File: config.mk
export PLATFORM = sky130hd
export DESIGN_NAME = seq_multiplier
export DESIGN_NICKNAME = d
export VERILOG_FILES = /design/src/rtl/seq_multiplier.sv
export SDC_FILE = /design/constraint.sdc
export NUM_CORES = 1
export LEC_CHECK = 0
export BUFFER_PORTS_ARGS = -buffer_cell sky130_fd_sc_hd__buf_4
export CORE_MARGIN = 5
export CORE_UTILIZATION = 56
export DETAILED_ROUTE_END_ITERATION = 10
export GPL_ROUTABILITY_DRIVEN = 1
export HOLD_SLACK_MARGIN = 0.03
export PLACE_DENSITY = 0.77
export SYNTH_ARGS = -nofsm -noshare
export SYNTH_HDL_FRONTEND = slang
export SYNTH_SLANG_ARGS = --single-unit
File: constraint.sdc
create_clock -name clock -period 5.3 [get_ports clock]
set_clock_uncertainty 0.15 [all_clocks]
set_input_delay 1.59 -clock clock [delete_from_list [all_inputs] [get_ports clock]]
set_output_delay 1.59 -clock clock [all_outputs]
set_load 0.005 [all_outputs]
File: src/rtl/seq_multiplier.sv
// Serial shift-add multiplier with unsigned and radix-2 Booth signed modes.
// One partial-product step per clock, start/ready/done handshake and abort.
module seq_multiplier #(
    parameter int N  = 8,
    parameter int CW = $clog2(N) + 1
) (
    input  logic           clock,
    input  logic           reset,
    input  logic           start,
    input  logic           signed_mode,
    input  logic [N-1:0]   a,
    input  logic [N-1:0]   b,
    input  logic           abort,
    output logic [2*N-1:0] product,
    output logic           busy,
    output logic           ready,
    output logic           done
);

    typedef enum logic [1:0] {
        ST_IDLE = 2'd0,
        ST_RUN  = 2'd1,
        ST_DONE = 2'd2
    } state_t;

    state_t         state_r;
    state_t         next_state_s;
    logic [N-1:0]   m_r;
    logic [N:0]     acc_r;
    logic [N-1:0]   q_r;
    logic           q_1_r;
    logic [CW-1:0]  count_r;
    logic           mode_r;
    logic [2*N-1:0] product_r;
    logic           busy_r;
    logic           ready_r;
    logic           done_r;

    logic [N:0]     sum_s;
    logic [N:0]     acc_sh_s;
    logic [N-1:0]   q_sh_s;
    logic [CW-1:0]  count_dec_s;
    logic           load_s;
    logic           step_s;
    logic           finish_s;

    // One shift-add (unsigned) or Booth (signed) step on the current registers.
    always_comb begin
        sum_s    = acc_r;
        acc_sh_s = {1'b0, acc_r[N:1]};
        if (mode_r) begin
            case ({q_r[0], q_1_r})
                2'b01:   sum_s = acc_r + {m_r[N-1], m_r};
                2'b10:   sum_s = acc_r - {m_r[N-1], m_r};
                default: sum_s = acc_r;
            endcase
            acc_sh_s = {sum_s[N], sum_s[N:1]};
        end else begin
            if (q_r[0]) begin
                sum_s = acc_r + {1'b0, m_r};
            end else begin
                sum_s = acc_r;
            end
            acc_sh_s = {1'b0, sum_s[N:1]};
        end
        q_sh_s      = {sum_s[0], q_r[N-1:1]};
        count_dec_s = count_r - {{(CW-1){1'b0}}, 1'b1};
    end

    // Next-state decode; abort wins over the final step.
    always_comb begin
        next_state_s = state_r;
        load_s       = 1'b0;
        step_s       = 1'b0;
        finish_s     = 1'b0;
        case (state_r)
            ST_IDLE, ST_DONE: begin
                if (start) begin
                    load_s       = 1'b1;
                    next_state_s = ST_RUN;
                end else begin
                    next_state_s = state_r;
                end
            end
            ST_RUN: begin
                if (abort) begin
                    next_state_s = ST_IDLE;
                end else if (count_dec_s == {CW{1'b0}}) begin
                    step_s       = 1'b1;
                    finish_s     = 1'b1;
                    next_state_s = ST_DONE;
                end else begin
                    step_s       = 1'b1;
                    next_state_s = ST_RUN;
                end
            end
            default: next_state_s = ST_IDLE;
        endcase
    end

    // State, datapath and handshake registers.
    always_ff @(posedge clock or posedge reset) begin
        if (reset) begin
            state_r   <= ST_IDLE;
            m_r       <= {N{1'b0}};
            acc_r     <= {(N+1){1'b0}};
            q_r       <= {N{1'b0}};
            q_1_r     <= 1'b0;
            count_r   <= {CW{1'b0}};
            mode_r    <= 1'b0;
            product_r <= {(2*N){1'b0}};
            busy_r    <= 1'b0;
            ready_r   <= 1'b0;
            done_r    <= 1'b0;
        end else begin
            state_r <= next_state_s;
            if (load_s) begin
                m_r     <= a;
                acc_r   <= {(N+1){1'b0}};
                q_r     <= b;
                q_1_r   <= 1'b0;
                count_r <= CW'(N);
                mode_r  <= signed_mode;
            end else if (step_s) begin
                acc_r   <= acc_sh_s;
                q_r     <= q_sh_s;
                q_1_r   <= q_r[0];
                count_r <= count_dec_s;
            end
            if (finish_s) begin
                product_r <= {acc_sh_s[N-1:0], q_sh_s};
            end
            busy_r  <= (next_state_s == ST_RUN);
            ready_r <= (next_state_s == ST_DONE);
            done_r  <= finish_s;
        end
    end

    assign product = product_r;
    assign busy    = busy_r;
    assign ready   = ready_r;
    assign done    = done_r;

endmodule

* After elaboration in Yosys (flattened, before gate mapping)
Index checks and enable logic that the tools add are counted.
W data, S select, Z words.
** Cells by class
- Order comparisons :: 0
- Reductions and logical operators :: 4
- $add $sub $neg :: 4
- Bitwise logic cells :: 0
- Multiplexer cells :: 23
- Eq/ne operators :: 6
- Div/mod/pow operators :: 0
- Multipliers :: 0
- Shift-type cells :: 0
** Operators with widths (count)
- $mux W9 :: 4
- $pmux W9 S2 :: 1
- $mux W8 :: 2
- $mux W1 :: 10
- $add A9 B8 Y9 :: 1
- $add A9 B9 Y9 :: 1
- $sub A9 B9 Y9 :: 1
- $mux W4 :: 2
- $eq A2 B1 Y1 const B :: 3
- $eq A2 B2 Y1 const B :: 3
- $mux W2 :: 3
- $logic_not A4 Y1 :: 1
- $pmux W2 S2 :: 1
- $sub A4 B1 Y4 const B :: 1
- $logic_not A2 Y1 :: 1
- $reduce_bool A2 Y1 :: 1
- $reduce_or A2 Y1 :: 1
** Word-level totals
- Input bits :: 21
- Latch bits :: 0
- Memory bits (writable) :: 0
- Logic and storage cells :: 48
- Memories :: 0
- Output and inout bits :: 19
- Bits in read-only memories :: 0
- Register bits after elaboration :: 52

* Logic depth before layout (Yosys ltp)
Gate-level depths: netlist (run 1).
- Depth after elaboration :: 6
- Mapped depth :: 12
- Gate-level depth less buffers :: 11

* Least setup slack after synthesis (run 1)
Ideal clock, no wire load.
- Path type :: input to register
- Start point :: input port abort
- End point :: register product_r[10], in the netlist product[10]
- Required time :: 5.023 ns
- Buffers on the path :: 1
- Path slack :: 2.126 ns
- Setup time :: 0.127 ns
- Stages :: 6
- Arrival time :: 2.896 ns
- Path through :: or3b_4 > nor4_2 > a41oi_2 > inv_2 > buf_6 > mux2_1
** Between the ends
- Longest elaborated chain between the ends :: 2
** RTL lines
- from (decl) :: RTL line 13 : input logic abort,
- $mux W1 :: RTL line 86 : if (abort) begin
- $mux W1 :: RTL line 76 : case (state_r)
- net finish_s :: RTL line 45 : logic finish_s;
- to (signal assigned) :: RTL line 111 : product_r <= {(2*N){1'b0}};
- to (signal assigned) :: RTL line 131 : product_r <= {acc_sh_s[N-1:0], q_sh_s};
- to (decl) :: RTL line 34 : logic [2*N-1:0] product_r;
The timed path passes the listed nets, and every way through them passes these cells.
A chain may end at the register's enable or synchronous reset.

* Final worst setup path (run 1)
- Start point :: register q_r[0]
- End point :: register acc_r[8]
** Between the ends
- Longest elaborated chain between the ends :: 5
- Elaborated cells between the ends (all ways) :: 6
- Classes of those cells :: eq/ne (2); mux (4)
** RTL lines
- from (decl) :: RTL line 30 : logic [N-1:0] q_r;
- from (signal assigned) :: RTL line 107 : q_r <= {N{1'b0}};
- from (signal assigned) :: RTL line 126 : q_r <= q_sh_s;
- $eq A2 B2 Y1 / $eq A2 B1 Y1 (equally long branches) :: RTL line 52 : case ({q_r[0], q_1_r})
- $pmux W9 S2 (*) :: RTL line 52
- $mux W9 (*) :: RTL line 51 : if (mode_r) begin
- $mux W9 (*) :: RTL line 124 : end else if (step_s) begin
- $mux W9 (*) :: RTL line 117 : if (load_s) begin
- to (signal assigned) :: RTL line 106 : acc_r <= {(N+1){1'b0}};
- to (signal assigned) :: RTL line 119 : acc_r <= {(N+1){1'b0}};
- to (signal assigned) :: RTL line 125 : acc_r <= acc_sh_s;
- to (decl) :: RTL line 29 : logic [N:0] acc_r;
Every way passes the cells marked *; elsewhere a longest branch is shown, timed or not. The select of a mux whose other input is x is not followed.

==> results by group, run 1 <==
Synth
  • Synth area leader: dfrtp_1
  • Post-synth top cells: 73 x nand2_1, 52 x dfrtp_1, 21 x nor2_1, 20 x ha_1, 20 x o21ai_1
  • Post-synth EDFFs: 0
  • Synth Register Bits: 52
  • Syn Std Cell Area: 3180 um2
  • Primary FF master, synth: dfrtp_1
  • Seq/Total Area, Yosys: about two fifths
  • Mean area per synthesized cell: 8.67 um2
  • Area share of the largest cell type after synthesis: approximately 41%
  • Warnings, synthesis: 0
  • Synth unique cells: 47
  • Area contributors post-synth: dfrtp_1 41%, nand2_1 8.6%, ha_1 7.9%
  • Net Count, Synth: 410
  • Mapped Cells: about 370
  • Most common cell in the synthesized netlist: nand2_1
  • Asr flop ratio synth: between 90% and 100%

Outcome
  • Outcome: finished, final reports clean

Timing
  • Final Max Slew Viols: 0
  • Unrepaired setup endpoints after global routing: no
  • Total negative slack: 0 ns
  • Fmax: ~290 MHz
  • Crit path time final: between 3 and 4 ns
  • Slew margin rel.: about 30%
  • Worst Tran Pin Value: 1.05 ns
  • Endpoints failing hold: 0
  • Setup Viol. Count Final: 0
  • Period utilisation layout: between 60% and 70%

Worst setup path
  • WP buf/inv: 0
  • CP arrival: 3.52 ns
  • Reg-to-Reg Start: q_r[0]
  • CP max FO: 12
  • Delay of the slowest cell on the worst path: about 0.58 ns
  • CP Capture Type: flip-flop
  • CP Cell Sequence: ha_1 -> mux2_2 -> fa_1 -> nand2b_1 -> a21oi_1 -> a41oi_1 -> xnor2_1 -> mux2_1 -> nand3_1
  • Top cell family by delay on the critical path: adder cells
  • FF-to-FF setup slack: ~1.9 ns
  • CP max stage cell: dfrtp_1
  • Worst endpoint required time: between 5 and 6 ns
  • Crit path launch type: flip-flop
  • Critical path type: flip-flop to flip-flop
  • Worst Setup SP: q_r[0]

Routing
  • Vias: about 2,800
  • ANT nets after route: 0
  • Vias per cell: roughly 5.9
  • First DRT Iteration DRCs: approximately 190
  • Router iterations before antenna repair: 5
  • Drc violations: 0
  • Drt wl/cell: 15.4 um
  • Drt total wl: around 7300 um

Layout
  • Antenna Diode Count: 0
  • Fin nets: 442
  • Share of cells above drive strength 1: between 10% and 20%
  • Synth-to-layout area growth: 13.5%
  • Fillers: between 400 and 500
  • Layout Cells excl Fill: around 470

Global route
  • First-pass GRT wire length: approximately 12,000 um
  • GR Util met3: between 4 and 5%
  • M2 GR Usage: 33.5%
  • Initial antenna violation count: 0
  • GRT busiest layer: met2
  • Grt total ovfl: 0
  • Tot GR Track Use: a little over a fifth
  • Met1 Resource Use GR: about 29%
  • Vias in the first global route: 2,628
  • Largest net degree at the start of global routing: 53

Clock tree
  • Hold-fix buffers at CTS: 0
  • Clock root buffer: clkbuf_8
  • Setup bufs post-CTS: 0
  • CTS clk-pin slew, worst paths: ~0.1 ns
  • Clk sinks: 52
  • Htree depth: 2
  • CTS tree: done
  • Cts repair resizes: 0
  • Max Root-Sink Buffers: 2
  • Later-pin clock latency in the skew report: between 0.3 and 0.4 ns
  • CTS buffer count: 5

Power and ir drop
  • LEAKAGE: 1.74 nW
  • Maximum VDD drop: between 0.3 and 0.4 mV
  • Pwr Density: roughly 650 nW/um2

Placed design
  • Cells after DPL: ~460
  • GPL Wtd Cong: about 0.94
  • Post-DP HPWL: between 5000 and 6000 um
  • Port-buffer cells: 39

Flow run
  • Max Cap Viol: 0

Die
  • Placeable Area: 5510 um2
  • Starting Density: between 50% and 60%
  • Die Wd: about 85 um
  • Die Area: ~7300 um2
  • Boundary pin count: 40
  • Die H: between 80 and 90 um
  • Site Rows: 27

Hold path
  • HP Start: product[6]
  • HP Class: flip-flop to flip-flop
==> sequential cells by signal, indices dropped and copies added, names as in the netlist, 2 cells and up <==
signal and count:
state_r 2, q_r 8, m_r 8, count_r 4
product 16, acc_r 9
==> cells in the final DEF (no fill, tap or decap), drive strengths merged, types with 2 or more instances in the layout <==
cell type / Yosys / final
nand3: 13 / 13
a211oi: 6 / 6
nor2b: 5 / 5
buf: 1 / 42
o211ai: 4 / 4
nand4: 3 / 3
a22oi: 10 / 10
clkbuf: 16 / 5
a41oi: 2 / 2
ha: 20 / 20
nand2: 73 / 73
o21ai: 31 / 31
a21oi: 19 / 19
nor3b: 2 / 2
or3: 2 / 2
and2: 2 / 2
nand2b: 5 / 5
nor3: 6 / 6
o31ai: 5 / 5
inv: 18 / 19
a31oi: 5 / 5
fa: 2 / 2
o21bai: 4 / 4
xnor2: 13 / 13
a21o: 4 / 4
and3: 2 / 2
xor2: 3 / 3
o22ai: 3 / 3
nor2: 21 / 21
dfrtp: 52 / 52
mux2: 4 / 4
==> cell type report <==
| class | count | area [um2] | share of cell area (%) |
|---|---|---|---|
| Multi-Input combinational cell | 280 | 1750 | 48.4 |
| Clock inverter | 3 | 21.3 | 0.589 |
| Timing Repair Buffer | 42 | 315 | 8.73 |
| Inverter | 18 | 67.6 | 1.87 |
| Clock buffer | 5 | 68.8 | 1.91 |
| Sequential cell | 52 | 1300 | 36.0 |
| Tap cell | 72 | 90.1 | 2.50 |
==> stage by stage <==
stage	instance area, um2	power, W	hold WS [ns]	util (%)	setup WS (ns)
after floorplan	3180	0.00172	0.308	-	2.13
after global placement	3520	0.00205	0.312	63.9	1.68
after detailed placement	3520	0.00209	0.315	63.9	1.64
after CTS	3610	0.00234	0.340	65.6	1.87
after global routing	3610	0.00256	0.379	65.6	1.67
final	3610	0.00235	0.335	65.6	1.88
==> where the power goes <==
part           switching (W)  internal, W  total, W
Sequential          0.000175     0.000539  0.000714
Clock               0.000138    0.0000940  0.000232
Combinational       0.000797     0.000602   0.00140
Total                0.00111      0.00124   0.00235
==> metal layers <==
layer / wire [um] / vias to the layer above
met5: 0 / -
met4: 150 / 0
met3: 440 / 19
met2: 3400 / 94
met1: 3290 / 1302
li1: - / 1347
==> cell families after synthesis <==
family,share of synthesized area [%]
mux,1.73
fa+ha+maj,9.13
buf+inv,4.37
xor+xnor,4.41
compound gates,19.9
simple gates,19.5
flops,40.9
==> tightest hold or removal path: stages (launching register included) <==
cell	delay [ns]
dfrtp_1	0.35
nand2_1	0.05
nand2_1	0.05
==> path summary, 6_finish.rpt <==
path,end,depth (start not counted)
min reg2reg,product[6],2
min in group asynchronous,product[3],2
max in group asynchronous,acc_r[5],2
min,product[6],2
max reg2reg,acc_r[8],9
max,acc_r[8],9
Power figures use the tool's default switching activity.
==> run 2, diff against run 1 <==
- clock period: 5.3 -> 3.2 ns (I/O delays scaled with it)
==> results by group, run 2 (synthesis results as in run 1) <==
Power and ir drop
  • LEAKAGE: about 1.8 nW
  • Maximum VDD drop: 0.501 mV
  • Pwr Density: between 1000 and 1500 nW/um2

Clock tree
  • Max Root-Sink Buffers: 2
  • Later-pin clock latency in the skew report: between 0.3 and 0.4 ns
  • Clock root buffer: clkbuf_8
  • Htree depth: 2
  • Clk sinks: 52
  • CTS tree: done
  • CTS buffer count: 5
  • CTS clk-pin slew, worst paths: 0.10 ns
  • Hold-fix buffers at CTS: 0

Timing
  • Fmax: around 340 MHz
  • Total negative slack: 0 ns
  • Worst Tran Pin Value: approximately 0.77 ns
  • Setup ws final: approximately 0.24 ns
  • Period utilisation layout: roughly 92%
  • WHS: about 0.33 ns
  • Setup Viol. Count Final: 0
  • Crit path time final: roughly 3.0 ns
  • Slew margin rel.: 48.7%
  • Endpoints failing hold: 0
  • Unrepaired setup endpoints after global routing: no
  • Final Max Slew Viols: 0

Routing
  • Drt total wl: 7370 um
  • Drc violations: 0
  • Vias per cell: 5.78
  • Drt wl/cell: roughly 15 um
  • ANT nets after route: 0
  • Vias: 2,771
  • First DRT Iteration DRCs: roughly 230
  • Router iterations before antenna repair: 5

Die
  • Site Rows: 27
  • Boundary pin count: 40
  • Die Wd: roughly 85 um
  • Starting Density: between 50% and 60%
  • Die Area: around 7300 um2
  • Placeable Area: about 5500 um2
  • Die H: ~85 um

Placed design
  • Post-DP HPWL: about 5500 um
  • Setup WS pre-CTS: approximately 0.21 ns
  • GPL Wtd Cong: 0.953
  • Port-buffer cells: 39

Layout
  • Most common cell after layout, fill and taps aside: nand2_1
  • Share of cells above drive strength 1: 16.2%
  • Antenna Diode Count: 0
  • Max reg flops: 16
  • Synth-to-layout area growth: 15.7%
  • Most frequent cells in the layout: 73 x nand2_1, 52 x dfrtp_1, 48 x buf_4
  • Fin nets: 449

Worst setup path
  • CP Cell Sequence: inv_1 -> ha_1 -> mux2_2 -> fa_1 -> nand2b_1 -> a21oi_1 -> a41oi_1 -> xnor2_1 -> mux2_1 -> nand3_1
  • Delay of the slowest cell on the worst path: around 0.45 ns
  • Critical path type: flip-flop to flip-flop
  • FF-to-FF setup slack: 0.24 ns
  • CP max stage cell: dfrtp_1
  • CP max FO: 5
  • Crit path launch type: flip-flop
  • Top cell family by delay on the critical path: adder cells
  • Worst endpoint required time: about 3.3 ns
  • CP arrival: between 3 and 4 ns
  • WP buf/inv: 1
  • CP Capture Type: flip-flop

Global route
  • Initial antenna violation count: 0
  • First-pass GRT wire length: between 10,000 and 15,000 um
  • Largest net degree at the start of global routing: 53
  • Grt total ovfl: 0
  • Vias in the first global route: approximately 2,600
  • Tot GR Track Use: 21.2%

Outcome
  • Outcome: finished, final reports clean

Flow run
  • Max Cap Viol: 0

Hold path
  • HP Class: flip-flop to flip-flop
## run 2: changes by cell type in the layout (fill, tap and decap cells not counted), sizes merged
cell,delta
buf,+7
## run 2: what timing repair did
item | 4_1_cts | 5_1_grt
resized for setup | 0 | 1
setup buffers | 0 | 0
endpoints found under the setup margin | 0 | 1
## run 2: layout make-up
class	instances	area, um2
fill	449	1830
multi-input combinational	280	1750
sequential	52	1300
timing repair buffer	49	380
tap	72	90.1
clock buffer	5	68.8
inverter	18	67.6
clock inverter	3	21.3
## run 2: routing by layer
metal | GRT usage (%) | share of wire [%] | up-vias
met3 | 2.62 | 5.8 | 14
met2 | 33.6 | 46 | 95
met1 | 31.3 | 47 | 1302
met4 | 4.17 | 1.4 | 0
met5 | 0 | 0 | -
li1 | - | - | 1360
## run 2: worst min-delay path, delay by kind of cell (launching register included)
family           cells  cell delay (ns)
and+or+nand+nor      2             0.10
DFF                  1             0.35
## run 2: report_power, final
| group | total, W | switching (W) | leakage, nW | internal [W] |
|---|---|---|---|---|
| clock network | 0.000393 | 0.000237 | 0.0445 | 0.000156 |
| logic | 0.00237 | 0.00132 | 1.07 | 0.00105 |
| registers | 0.00116 | 0.000263 | 0.672 | 0.000893 |
## run 2: stage by stage
step	area (um2)	power [W]	util [%]	std cells
after floorplan	3180	0.00285	-	367
after global placement	3580	0.00344	65.1	471
after detailed placement	3580	0.00349	65.1	471
after CTS	3670	0.00388	66.7	479
after global routing	3680	0.00426	66.8	479
final	3680	0.00392	66.8	479
## run 2: final timing paths
path                       startpoint  cells past startpoint     endpoint
hold / removal             product[0]                      2   product[0]
setup reg to reg               m_r[1]                     10     acc_r[8]
min in group asynchronous       reset                      3  product[12]
max in group asynchronous       reset                      3     acc_r[2]
hold reg to reg            product[0]                      2   product[0]
setup / recovery               m_r[1]                     10     acc_r[8]
==> run 3, diff against run 2 <==
- ABC_AREA: default -> 1
==> results by group, run 3 <==
Global route
  • Initial antenna violation count: 0
  • Vias in the first global route: between 2,000 and 3,000
  • First-pass GRT wire length: ~13,000 um
  • Grt total ovfl: 0
  • Largest net degree at the start of global routing: 28
  • Tot GR Track Use: about 22%

Placed design
  • Port-buffer cells: 39
  • DP Area: about 3500 um2
  • Post-DP HPWL: 5550 um
  • GPL Wtd Cong: between 0.9 and 1
  • Cells after DPL: around 500
  • Setup WS pre-CTS: about 0.4 ns

Synth
  • Mapped Cells: 400
  • Mean area per synthesized cell: roughly 8 um2
  • Seq/Total Area, Yosys: about two fifths
  • Asr flop ratio synth: 100%
  • Post-synth EDFFs: 0
  • Area contributors post-synth: dfrtp_1 41%, nand2_1 14%, ha_1 7.8%
  • Synth Register Bits: 52
  • Synth unique cells: 37
  • Warnings, synthesis: 0
  • Area share of the largest cell type after synthesis: between 40% and 50%
  • Most common cell in the synthesized netlist: nand2_1
  • Post-synth top cells: 116 x nand2_1, 52 x dfrtp_1, 49 x inv_1, 32 x a21oi_1, 24 x o21ai_0
  • Net Count, Synth: around 440
  • Synth area leader: dfrtp_1
  • Syn Std Cell Area: 3190 um2
  • Primary FF master, synth: dfrtp_1

Power and ir drop
  • LEAKAGE: 1.98 nW
  • Maximum VDD drop: 0.569 mV
  • Pwr Density: 1170 nW/um2

Layout
  • Fin nets: ~480
  • Most frequent cells in the layout: 116 x nand2_1, 52 x dfrtp_1, 48 x inv_1
  • Share of cells above drive strength 1: ~16%
  • Finished Cell Area: roughly 3600 um2
  • Max reg flops: 16
  • Antenna Diode Count: 0
  • Synth-to-layout area growth: 13.7%
  • Layout Cells excl Fill: 510
  • Final Util: between 60 and 70%
  • Most common cell after layout, fill and taps aside: nand2_1

Worst setup path
  • CP Cell Sequence: ha_1 -> inv_1 -> a21oi_1 -> xnor2_1 -> inv_1 -> ha_1 -> nand2_1 -> inv_1 -> nand2_1 -> nand2_1 -> a21oi_1 -> nand2_1 -> nand3_1 -> nand2_1 -> nand3_1 -> nand2_1 -> nand2_1 -> nand2_1
  • CP Capture Type: flip-flop
  • CP max FO: 9
  • CP arrival: slightly below 3 ns
  • Critical path type: flip-flop to flip-flop
  • CP dominant cell by count: nand2_1
  • CP max stage cell: dfrtp_1
  • Delay of the slowest cell on the worst path: 0.54 ns
  • Worst endpoint required time: between 3 and 4 ns
  • Crit path launch type: flip-flop
  • WP buf/inv: 3
  • Top cell family by delay on the critical path: simple AND/OR/NAND/NOR gates

Clock tree
  • Later-pin clock latency in the skew report: ~0.31 ns
  • CTS clk-pin slew, worst paths: 0.09 ns
  • Max Root-Sink Buffers: 2
  • Cts repair resizes: 0
  • Hold-fix buffers at CTS: 0
  • CTS tree: done
  • Htree depth: 2
  • CTS buffer count: 5
  • Clock root buffer: clkbuf_8
  • Clk sinks: between 50 and 60
  • Setup bufs post-CTS: 0

Routing
  • Vias per cell: between 5 and 6
  • Router iterations before antenna repair: 4
  • First DRT Iteration DRCs: approximately 150
  • Drt total wl: ~7400 um
  • Drc violations: 0
  • ANT nets after route: 0
  • Vias: 2,738
  • Drt wl/cell: approximately 14 um

Timing
  • Total negative slack: 0 ns
  • Period utilisation layout: about 90%
  • Setup Viol. Count Final: 0
  • Setup ws final: between 0.3 and 0.4 ns
  • Worst Tran Pin Value: 0.587 ns
  • Unrepaired setup endpoints after global routing: no
  • Final Max Slew Viols: 0
  • Fmax: between 300 and 400 MHz
  • Slew margin rel.: 60.7%
  • Crit path time final: ~2.9 ns
  • Endpoints failing hold: 0

Outcome
  • Outcome: finished, final reports clean

Die
  • Site Rows: 27
  • Die H: roughly 86 um
  • Boundary pin count: 40
  • Die Area: 7310 um2
  • Starting Density: 57.6%
  • Placeable Area: between 5000 and 6000 um2
  • Die Wd: between 80 and 90 um

Flow run
  • Max Cap Viol: 0

Hold path
  • HP Class: flip-flop to flip-flop
==> run 3: cell types whose count changed in the layout (fill, tap and decap cells not counted), moves of 6 or more <==
cell	before	now
o21ai_2	0	8
o21ai_1	20	2
o221ai_1	0	6
inv_1	16	48
a22oi_1	10	1
a21oi_1	19	32
o21ai_0	11	24
nor2_1	21	15
nand2_1	73	116
nand3_1	13	19
xnor2_1	13	5
==> run 3: metal layers <==
layer  up-vias  wire length [um]  GRT usage (%)
met5         -                 0              0
met4         0               204           7.91
met3        16               293           4.42
met2        57              3490           36.1
met1      1281              3370           29.1
li1       1384                 -              -
==> run 3: stage by stage <==
stage / total power, W / hold slack, ns
6_report: 0.00425 / 0.330
4_1_cts: 0.00425 / 0.334
3_5_place_dp: 0.00384 / 0.311
5_1_grt: 0.00472 / 0.366
3_3_place_gp: 0.00377 / 0.311
2_1_floorplan: 0.00315 / 0.315
==> run 3: report_power, final <==
part           total, W  switching (W)  leakage, nW  internal [W]
logic           0.00264        0.00159         1.28       0.00105
registers       0.00121       0.000262        0.657      0.000943
clock network  0.000397       0.000224       0.0473      0.000173
==> run 3: final timing paths <==
check	slack, ns	cells after the start	startpoint	endpoint
worst min-delay path	0.33	2	product[6]	product[6]
min in group asynchronous	0.47	2	reset	product[3]
max in group asynchronous	1.86	3	reset	busy
worst min register to register	0.33	2	product[6]	product[6]
worst max-delay path	0.34	18	q_r[0]	product[15]
worst max register to register	0.34	18	q_r[0]	product[15]
==> run 3: worst reg2reg max path, delay by kind of cell (launching register included) <==
| kind | cells | cell delay, ns |
|---|---|---|
| flops | 1 | 0.54 |
| xor+xnor | 1 | 0.13 |
| fa+ha+maj | 2 | 0.70 |
| compound gates | 2 | 0.30 |
| buf+inv | 3 | 0.21 |
| simple gates | 10 | 0.73 |
==> run 3: layout make-up <==
type | instances | area (um2)
fillers | 506 | 1910
multi-input cells | 283 | 1620
flip-flops and latches | 52 | 1300
repair buffers | 43 | 323
inverters | 53 | 204
well taps | 72 | 90.1
clock buffers | 6 | 82.6
clock inverters | 1 | 8.76
==> run 3: cells by family after synthesis <==
logic type | synth area share [%]
compound gates | 16.6
fa+ha+maj | 9.09
xor+xnor | 3.80
buf+inv | 8.50
flops | 40.8
simple gates | 21.3
